**src/rtl/uart_rx_frame_pkg.sv**
```systemverilog
// rtl/uart_rx_frame_pkg.sv - configuration codes and receiver state encoding
package uart_rx_frame_pkg;

   localparam logic [1:0] PAR_NONE = 2'd0;
   localparam logic [1:0] PAR_EVEN = 2'd1;
   localparam logic [1:0] PAR_ODD  = 2'd2;

   localparam logic [1:0] STOP_1 = 2'd0;
   localparam logic [1:0] STOP_2 = 2'd1;

   typedef enum logic [2:0] {
      IDLE,
      START,
      DATA,
      PARITY,
      STOP,
      WAIT_HIGH
   } rx_state_e;

   // Code 3 is reserved and behaves as no parity.
   function automatic logic parity_on(input logic [1:0] mode);
      return (mode == PAR_EVEN) || (mode == PAR_ODD);
   endfunction

   function automatic logic two_stops(input logic [1:0] mode);
      return mode >= STOP_2;
   endfunction

endpackage

```
**src/rtl/uart_rx_sampler.sv**
```systemverilog
// rtl/uart_rx_sampler.sv - rx synchronizer and mid-bit 2-of-3 majority vote
module uart_rx_sampler #(
   parameter int OVERSAMPLE = 16,
   parameter int CNT_W      = $clog2(OVERSAMPLE)
) (
   input  logic             clk,
   input  logic             rst,
   input  logic             sample_tick,
   input  logic             rx,
   input  logic [CNT_W-1:0] cnt,
   output logic             rx_sync,
   output logic             bit_vote
);

   localparam logic [CNT_W-1:0] SAMPLE_A = CNT_W'(OVERSAMPLE / 2 - 1);
   localparam logic [CNT_W-1:0] SAMPLE_B = CNT_W'(OVERSAMPLE / 2);

   logic rx_meta;
   logic samp_a;
   logic samp_b;

   always_ff @(posedge clk) begin
      if (rst) begin
         rx_meta <= 1'b1;
         rx_sync <= 1'b1;
         samp_a  <= 1'b1;
         samp_b  <= 1'b1;
      end else begin
         rx_meta <= rx;
         rx_sync <= rx_meta;
         if (sample_tick && cnt == SAMPLE_A) samp_a <= rx_sync;
         if (sample_tick && cnt == SAMPLE_B) samp_b <= rx_sync;
      end
   end

   // The third sample is the live one, so the vote is valid on the decision tick itself.
   assign bit_vote = (samp_a & samp_b) | (samp_a & rx_sync) | (samp_b & rx_sync);

endmodule

```
**src/rtl/uart_rx_frame.sv**
```systemverilog
// rtl/uart_rx_frame.sv - 16x oversampled UART receive framer with per-byte error flags
module uart_rx_frame
   import uart_rx_frame_pkg::*;
#(
   parameter int OVERSAMPLE = 16,
   parameter int DATA_BITS  = 8
) (
   input  logic                 clk,
   input  logic                 rst,
   input  logic                 sample_tick,
   input  logic                 rx,
   input  logic [1:0]           parity_mode,
   input  logic [1:0]           stop_bit,
   output logic [DATA_BITS-1:0] rx_data,
   output logic                 rx_valid,
   input  logic                 rx_ready,
   output logic                 parity_err,
   output logic                 frame_err,
   output logic                 break_det,
   output logic                 overrun,
   input  logic                 err_clr
);

   localparam int CNT_W = $clog2(OVERSAMPLE);
   localparam int IDX_W = $clog2(DATA_BITS + 1);
   localparam logic [CNT_W-1:0] VOTE_CNT = CNT_W'(OVERSAMPLE / 2 + 1);
   localparam logic [CNT_W-1:0] LAST_CNT = CNT_W'(OVERSAMPLE - 1);
   localparam logic [IDX_W-1:0] LAST_BIT = IDX_W'(DATA_BITS - 1);

   rx_state_e            state;
   logic [CNT_W-1:0]     cnt;
   logic [IDX_W-1:0]     bit_idx;
   logic [1:0]           par_cfg;
   logic [1:0]           stop_cfg;
   logic                 second_stop;
   logic [DATA_BITS-1:0] shift;
   logic                 perr_p;
   logic                 ferr_p;
   logic                 any_one;
   logic                 rx_sync;
   logic                 bit_vote;
   logic                 vote;
   logic                 exp_par;
   logic                 frame_end;

   uart_rx_sampler #(
      .OVERSAMPLE(OVERSAMPLE),
      .CNT_W     (CNT_W)
   ) u_sampler (
      .clk        (clk),
      .rst        (rst),
      .sample_tick(sample_tick),
      .rx         (rx),
      .cnt        (cnt),
      .rx_sync    (rx_sync),
      .bit_vote   (bit_vote)
   );

   assign vote      = sample_tick && (cnt == VOTE_CNT);
   assign exp_par   = (par_cfg == PAR_ODD) ? ~^shift : ^shift;
   assign frame_end = vote && (state == STOP) && (second_stop || !two_stops(stop_cfg));

   always_ff @(posedge clk) begin
      if (rst) begin
         state       <= IDLE;
         cnt         <= '0;
         bit_idx     <= '0;
         par_cfg     <= PAR_NONE;
         stop_cfg    <= STOP_1;
         second_stop <= 1'b0;
         shift       <= '0;
         perr_p      <= 1'b0;
         ferr_p      <= 1'b0;
         any_one     <= 1'b0;
         rx_data     <= '0;
         rx_valid    <= 1'b0;
         parity_err  <= 1'b0;
         frame_err   <= 1'b0;
         break_det   <= 1'b0;
         overrun     <= 1'b0;
      end else begin
         if (rx_valid && rx_ready) rx_valid <= 1'b0;
         if (err_clr) overrun <= 1'b0;

         // A same-cycle accept frees the holding register, so the new frame lands instead of overrunning.
         if (frame_end) begin
            if (!rx_valid || rx_ready) begin
               rx_data    <= shift;
               parity_err <= perr_p;
               frame_err  <= ferr_p | ~bit_vote;
               break_det  <= ~(any_one | bit_vote);
               rx_valid   <= 1'b1;
            end else begin
               overrun <= 1'b1;
            end
         end

         if (sample_tick) begin
            cnt <= (cnt == LAST_CNT) ? '0 : cnt + 1'b1;
            unique case (state)
               IDLE: begin
                  cnt <= '0;
                  if (!rx_sync) begin
                     // The detect tick is sample 0 of the start bit.
                     state       <= START;
                     cnt         <= CNT_W'(1);
                     par_cfg     <= parity_mode;
                     stop_cfg    <= stop_bit;
                     bit_idx     <= '0;
                     second_stop <= 1'b0;
                     perr_p      <= 1'b0;
                     ferr_p      <= 1'b0;
                     any_one     <= 1'b0;
                  end
               end
               START: begin
                  if (vote && bit_vote) begin
                     state <= IDLE;
                     cnt   <= '0;
                  end else if (cnt == LAST_CNT) begin
                     state <= DATA;
                  end
               end
               DATA: begin
                  if (vote) begin
                     shift   <= {bit_vote, shift[DATA_BITS-1:1]};
                     any_one <= any_one | bit_vote;
                  end
                  if (cnt == LAST_CNT) begin
                     if (bit_idx == LAST_BIT) state <= parity_on(par_cfg) ? PARITY : STOP;
                     else bit_idx <= bit_idx + 1'b1;
                  end
               end
               PARITY: begin
                  if (vote) begin
                     perr_p  <= (bit_vote != exp_par);
                     any_one <= any_one | bit_vote;
                  end
                  if (cnt == LAST_CNT) state <= STOP;
               end
               STOP: begin
                  if (frame_end) begin
                     state <= rx_sync ? IDLE : WAIT_HIGH;
                     cnt   <= '0;
                  end else if (vote) begin
                     ferr_p      <= ferr_p | ~bit_vote;
                     any_one     <= any_one | bit_vote;
                     second_stop <= 1'b1;
                  end
               end
               WAIT_HIGH: begin
                  cnt <= '0;
                  if (rx_sync) state <= IDLE;
               end
               default: begin
                  state <= IDLE;
                  cnt   <= '0;
               end
            endcase
         end
      end
   end

endmodule

```
**config.mk**
```make
export PLATFORM = sky130hd
export DESIGN_NAME = uart_rx_frame
export DESIGN_NICKNAME = d
export VERILOG_FILES = /design/src/rtl/uart_rx_frame_pkg.sv /design/src/rtl/uart_rx_sampler.sv /design/src/rtl/uart_rx_frame.sv
export SDC_FILE = /design/constraint.sdc
export NUM_CORES = 1
export LEC_CHECK = 0
export BUFFER_PORTS_ARGS = -buffer_cell sky130_fd_sc_hd__buf_4
export CAP_MARGIN = 10
export CELL_PAD_IN_SITES_DETAIL_PLACEMENT = 2
export CELL_PAD_IN_SITES_GLOBAL_PLACEMENT = 2
export CORE_MARGIN = 2
export CORE_UTILIZATION = 30
export DETAILED_ROUTE_END_ITERATION = 8
export HOLD_SLACK_MARGIN = 0.05
export PLACE_DENSITY_LB_ADDON = 0.1
export SLEW_MARGIN = 5
export SYNTH_ARGS = -nofsm -noshare
export SYNTH_HDL_FRONTEND = slang
export SYNTH_SLANG_ARGS = --single-unit
```
**constraint.sdc**
```tcl
create_clock -name clk -period 1.8 [get_ports clk]
set_input_delay 0.09 -clock clk [delete_from_list [all_inputs] [get_ports clk]]
set_output_delay 0.09 -clock clk [all_outputs]
set_load 0.01 [all_outputs]
```
==> results.yml, run 1 <==
route:
  drt_iter0_drc: 70
  first_pass_iters: 4
  vias_per_cell: 5.18
  wirelength_um: 6070
  ant_nets: 0
  dr_total_vias: 1947
  drt-wirelength-per-cell_um: 16.1
  drc: 0
critical_path:
  cp.arrival_ps: 1940
  cp-end-kind: "register"
  crit_top_cell: "a21oi_1"
  cp_data_required_time_ps: 2040
  reg2reg_slack_ps: 100
  path_max_fanout: 7
  cpPeakStageDelay_ps: 370
  critPathKind: "register to register"
  cp_cell_sequence: "buf_4, and3b_1, a21oi_1, o2111ai_4, or3_1, a21oi_1"
  cpMaxStageDelayCell: "or3_1"
  start_kind: "register"
timing:
  period_minus_slack_ps: 1700
  slew_viol_final: 0
  worstMarginPinSlew_ps: 466
  fmax_mhz: 587
  fin_ws_ps: 96.4
  rsz0062_at_grt: "yes"
  finalCritPeriodShare: 0.946
  fin_skew_ps: 6.83
  timing.slew.headroom: 0.689
  final_hold_viol_count: 0
  setup_viol: 0
clock_tree:
  clk_latency_ps: 300
  cts_tree: "built"
  postCtsSetupRepairBufs: 0
  cts_buffers: 5
  cts_buffer_depth: 2
  htreeDepth: 2
  cts-root-buf: "clkbuf_8"
  clk_transition_reported_paths_ps: 90
  cts_sinks: 44
yosys:
  ys_seq_elements: 44
  seq_area_frac_synth: 0.426
  syn-num-nets: 275
  synth_edf_count: 0
  synth_area_leader_cell: "dfxtp_1"
  yosysMostFrequentCell: "nand2_1"
  syn_area_um2: 2070
  yosys_most_used_dff: "dfxtp_1"
  synthTopCellsByArea: "dfxtp_1 43%, nand2_1 8.3%, a21oi_1 7.7%"
  synth_warnings: 0
  synth_cells: 260
  ys_types: 43
  async_flop_share: 0
  synth_top_area_share: 0.426
  synth_common_cells: "46 x nand2_1, 44 x dfxtp_1, 32 x a21oi_1, 18 x nor2_1, 16 x nand3_1"
  avgSynthCellArea_um2: 7.95
placed_design:
  io_buffers: 22
  hpwl_um: 4380
  place.gp.congestion: 0.792
  dp_cells: 364
  place_ws_ps: -46.3
global_route:
  grt-ovfl-total: 0
  grt_start_max_net_pins: 42
  antenna_found_initial: 0
  grt_pass1_wl_um: 9790
  grt_pass1_vias: 1885
  track_usage: 0.167
run:
  cap_violations: 0
min_path:
  hp-class: "primary input to register"
finish:
  nFillCells: 769
  n_antenna_cell: 0
  drive_above_1_share: 0.233
  stdcell_count: 376
  syn_to_final_growth_pct: 25.5
  final_nets: 310
floorplanning:
  die_h_um: 87.0
  design.die.area_um2: 7570
  start_util: 0.308
  rows: 30
  io_pins: 23
  chipWidth_um: 87.0
  coreArea_um2: 6720
run_status:
  status: "finished, final reports clean"
power_and_ir_drop:
  peakVddDrop_mv: 0.259
  p_per_area_nw_per_um2: 758
  p_leak_nw: 0.996
[worst max-delay path, delay by kind of cell (launching register included)]
| kind | cells | cell delay [ps] |
|---|---|---|
| flip-flops | 1 | 360 |
| AND/OR/NAND/NOR | 2 | 550 |
| AO/OA/AOI/OAI | 3 | 560 |
| buffers and inverters | 1 | 180 |
[cell usage in the layout (no fill, tap or decap), drive strengths merged, types with 3 or more instances in the layout]
cell type,n
nand2,46
dfxtp,44
buf,40
a21oi,32
nor2,18
nand3,16
inv,10
xnor2,9
a31oi,7
o21ai,7
nor3,6
clkbuf,5
ha,5
dlygate4sd3,4
mux2i,3
and3,3
or3,3
clkinv,3
[through the flow]
step            util  power (W)  TNS [ps]  hold WS (ps)  cell area, um^2
4_1_cts        0.377    0.00198         0          74.5             2530
3_3_place_gp   0.357    0.00132         0           274             2400
5_1_grt        0.386    0.00208     -43.7          76.5             2600
6_report       0.386    0.00197         0          71.4             2600
2_1_floorplan      -    0.00122         0           194             2070
3_5_place_dp   0.357    0.00133     -87.8           294             2400
[state kept, by name, indices dropped and copies added (netlist names), 2 cells and up]
signal    cells
rx_data       8
bit_idx       4
par_cfg       2
cnt           4
shift         8
stop_cfg      2
state         3
[where the power goes]
part	internal (W)	leakage (nW)	switching [W]
clock network	0.000271	0.0479	0.000365
registers	0.000996	0.356	0.0000324
logic	0.000125	0.592	0.000179
total	0.00139	0.996	0.000576
[timing repair]
| item | in CTS | in global routing |
|---|---|---|
| hold buffers | 4 | 0 |
| endpoints found under the hold margin | 4 | 0 |
| gates cloned | 0 | 0 |
| setup endpoints to repair | 2 | 27 |
| resized for setup | 3 | 17 |
| pin swaps | 0 | 3 |
[final timing paths]
path              cells after the start                      endpoint                         start
setup / recovery                      6         state[0]$_SDFFE_PP0P_         state[2]$_SDFFE_PP0P_
hold / removal                        3      stop_cfg[1]$_SDFFE_PP0P_                   stop_bit[1]
setup reg to reg                      6         state[0]$_SDFFE_PP0P_         state[2]$_SDFFE_PP0P_
hold reg to reg                       1  u_sampler.rx_sync$_SDFF_PP1_  u_sampler.rx_meta$_SDFF_PP1_
[final cells by class]
cell class,instances,area [um^2],share of cell area
multi-input combinational,190,1140,0.440
sequential,44,883,0.340
timing repair buffer,44,344,0.133
tap,80,100,0.0386
clock buffer,5,68.8,0.0265
inverter,10,37.5,0.0145
clock inverter,3,18.8,0.00723
[layer usage]
metal	wire, um	vias to the layer above	track usage
li1	-	974	-
met5	0	-	0
met1	3110	949	0.237
met4	63	0	0.0426
met2	2770	19	0.255
met3	122	5	0.0370
[cell families (layout without fill, tap and decap cells)]
group,after synthesis,count (layout),synth area share
and+or+nand+nor,110,110,0.251
DFF,44,44,0.426
xor gates and xnor gates,11,11,0.0466
adders and majority gates,6,6,0.0357
muxes,3,3,0.0145
buffers and inverters,26,62,0.0520
AOI/OAI and AO/OA,60,60,0.174
No activity file was read; power rests on OpenSTA's default activity.
==> run 2, diff against run 1 <==
--- a/config.mk
+++ b/config.mk
@@ -9,6 +9,7 @@
 export CAP_MARGIN = 10
 export CELL_PAD_IN_SITES_DETAIL_PLACEMENT = 2
 export CELL_PAD_IN_SITES_GLOBAL_PLACEMENT = 2
+export CORE_ASPECT_RATIO = 1.5
 export CORE_MARGIN = 2
 export CORE_UTILIZATION = 30
 export DETAILED_ROUTE_END_ITERATION = 8
==> results.yml, run 2 (same netlist as run 1, synthesis figures left out) <==
placed_design:
  hpwl_um: 4540
  place_ws_ps: -43.1
  io_buffers: 22
  placed_cell_area_um2: 2410
  dp_cells: 364
  place.gp.congestion: 0.750
critical_path:
  cp_data_required_time_ps: 2040
  startpoint: "cnt[1]$_SDFFE_PP0P_"
  cpMaxStageDelayCell: "or3_1"
  cp-end-kind: "register"
  critPathKind: "register to register"
  path_max_fanout: 6
  reg2reg_slack_ps: 60
  reg2reg_depth: 8
  cpPeakStageDelay_ps: 360
  start_kind: "register"
  rr_endpoint: "state[0]$_SDFFE_PP0P_"
  cp_cell_sequence: "inv_2, ha_1, and4b_2, buf_4, a21o_1, o21ai_1, or3_1, a21oi_2"
  cp.arrival_ps: 1980
  worstReg2RegStart: "cnt[1]$_SDFFE_PP0P_"
finish:
  stdcell_count: 377
  drive_above_1_share: 0.244
  final_cell_mix: "46 x nand2_1, 42 x dfxtp_1, 42 x buf_4"
  n_antenna_cell: 0
  top_regs: "rx_data (8), shift (8)"
  nFillCells: 798
  syn_to_final_growth_pct: 28.3
  stdcell_area_um2: 2650
  post-route-util: 0.392
  final_nets: 313
  final_common_cell: "nand2_1"
run_status:
  status: "finished, final reports clean"
route:
  drt-wirelength-per-cell_um: 16.3
  wirelength_um: 6130
  drt_iter0_drc: 41
  dr_total_vias: 1983
  drc: 0
  vias_per_cell: 5.26
  ant_nets: 0
  first_pass_iters: 4
timing:
  slew_viol_final: 0
  worstMarginPinSlew_ps: 458
  setup_tns_ps: 0
  timing.slew.headroom: 0.695
  finalCritPeriodShare: 0.965
  final_hold_viol_count: 0
  fin_ws_ps: 63.0
  fin_skew_ps: 8.30
  rsz0062_at_grt: "yes"
  fmax_mhz: 576
  period_minus_slack_ps: 1740
  setup_viol: 0
global_route:
  antenna_found_initial: 0
  grt_start_max_net_pins: 42
  grt_pass1_vias: 2117
  track_usage: 0.173
  grt_pass1_wl_um: 10300
  grt-ovfl-total: 0
floorplanning:
  die_h_um: 106
  io_pins: 23
  rows: 37
  design.die.area_um2: 7590
  coreArea_um2: 6760
  chipWidth_um: 71.8
  start_util: 0.306
min_path:
  hp-class: "primary input to register"
  holdPathStages: 3
  hold_path_end: "stop_cfg[1]$_SDFFE_PP0P_"
  holdCritStartpoint: "stop_bit[1]"
power_and_ir_drop:
  peakVddDrop_mv: 0.282
  p_leak_nw: 1.01
  p_per_area_nw_per_um2: 824
run:
  cap_violations: 0
clock_tree:
  htreeDepth: 2
  cts-root-buf: "clkbuf_8"
  cts_buffers: 5
  clk_latency_ps: 310
  cts_buffer_depth: 2
  clk_transition_reported_paths_ps: 90
  cts_tree: "built"
  cts_sinks: 44
-- run 2: changes by cell type in the layout (fill, tap and decap cells not counted), sizes merged --
cell | before | now
buf | 40 | 43
bufinv | 0 | 1
clkinv | 3 | 1
clkbuf | 5 | 6
-- run 2: what timing repair did --
action	4_1_cts	5_1_grt
endpoints found under the hold margin	4	0
buffers inserted	0	1
pin swaps	0	6
hold buffers	4	0
gates resized for setup	6	14
cloned	0	0
endpoints found under the setup margin	14	18
-- run 2: worst max-delay path by stage --
stage	endpoint	slack, ps	cells after the start
after global placement	state[1]$_SDFFE_PP0P_	3	7
after CTS	state[1]$_SDFFE_PP0P_	10	7
after global routing	state[0]$_SDFFE_PP0P_	-40	8
after floorplan	state[2]$_SDFFE_PP0P_	70	8
after detailed placement	state[1]$_SDFFE_PP0P_	-40	7
final	state[0]$_SDFFE_PP0P_	60	8
-- run 2: area by class of cell --
| type | instances | area, um^2 | share of cell area |
|---|---|---|---|
| flip-flops and latches | 44 | 883 | 0.333 |
| repair buffers | 47 | 367 | 0.138 |
| multi-input cells | 190 | 1150 | 0.432 |
| clock buffers | 6 | 82.6 | 0.0311 |
| inverters | 10 | 37.5 | 0.0142 |
| well taps | 78 | 97.6 | 0.0368 |
| clock inverters | 2 | 38.8 | 0.0146 |
-- run 2: power breakdown --
part	internal (W)	switching (W)
logic	0.000145	0.000204
clock network	0.000454	0.000374
registers	0.000996	0.0000133
-- run 2: per-stage QoR --
| stage | power (W) | hold WS [ps] |
|---|---|---|
| floorplan | 0.00122 | 194 |
| global placement | 0.00134 | 276 |
| detailed placement | 0.00135 | 284 |
| global route | 0.00228 | 71.6 |
| finish | 0.00219 | 43.4 |
| CTS | 0.00219 | 53.9 |
-- run 2: worst max-delay path: cells and delay by family, from the launching register on --
kind / cells / cell delay [ps]
AOI/OAI and AO/OA: 3 / 380
adders and majority gates: 1 / 120
buffers and inverters: 2 / 180
DFF: 1 / 330
and+or+nand+nor: 2 / 650
-- run 2: routing by layer --
| metal | share of wire | routed length [um] | global-route usage | up-vias |
|---|---|---|---|---|
| met5 | 0 | 0 | 0 | - |
| met4 | 0.018 | 113 | 0.0647 | 0 |
| met3 | 0.020 | 120 | 0.0287 | 8 |
| met2 | 0.56 | 3450 | 0.327 | 17 |
| met1 | 0.40 | 2440 | 0.187 | 984 |
| li1 | - | - | - | 974 |
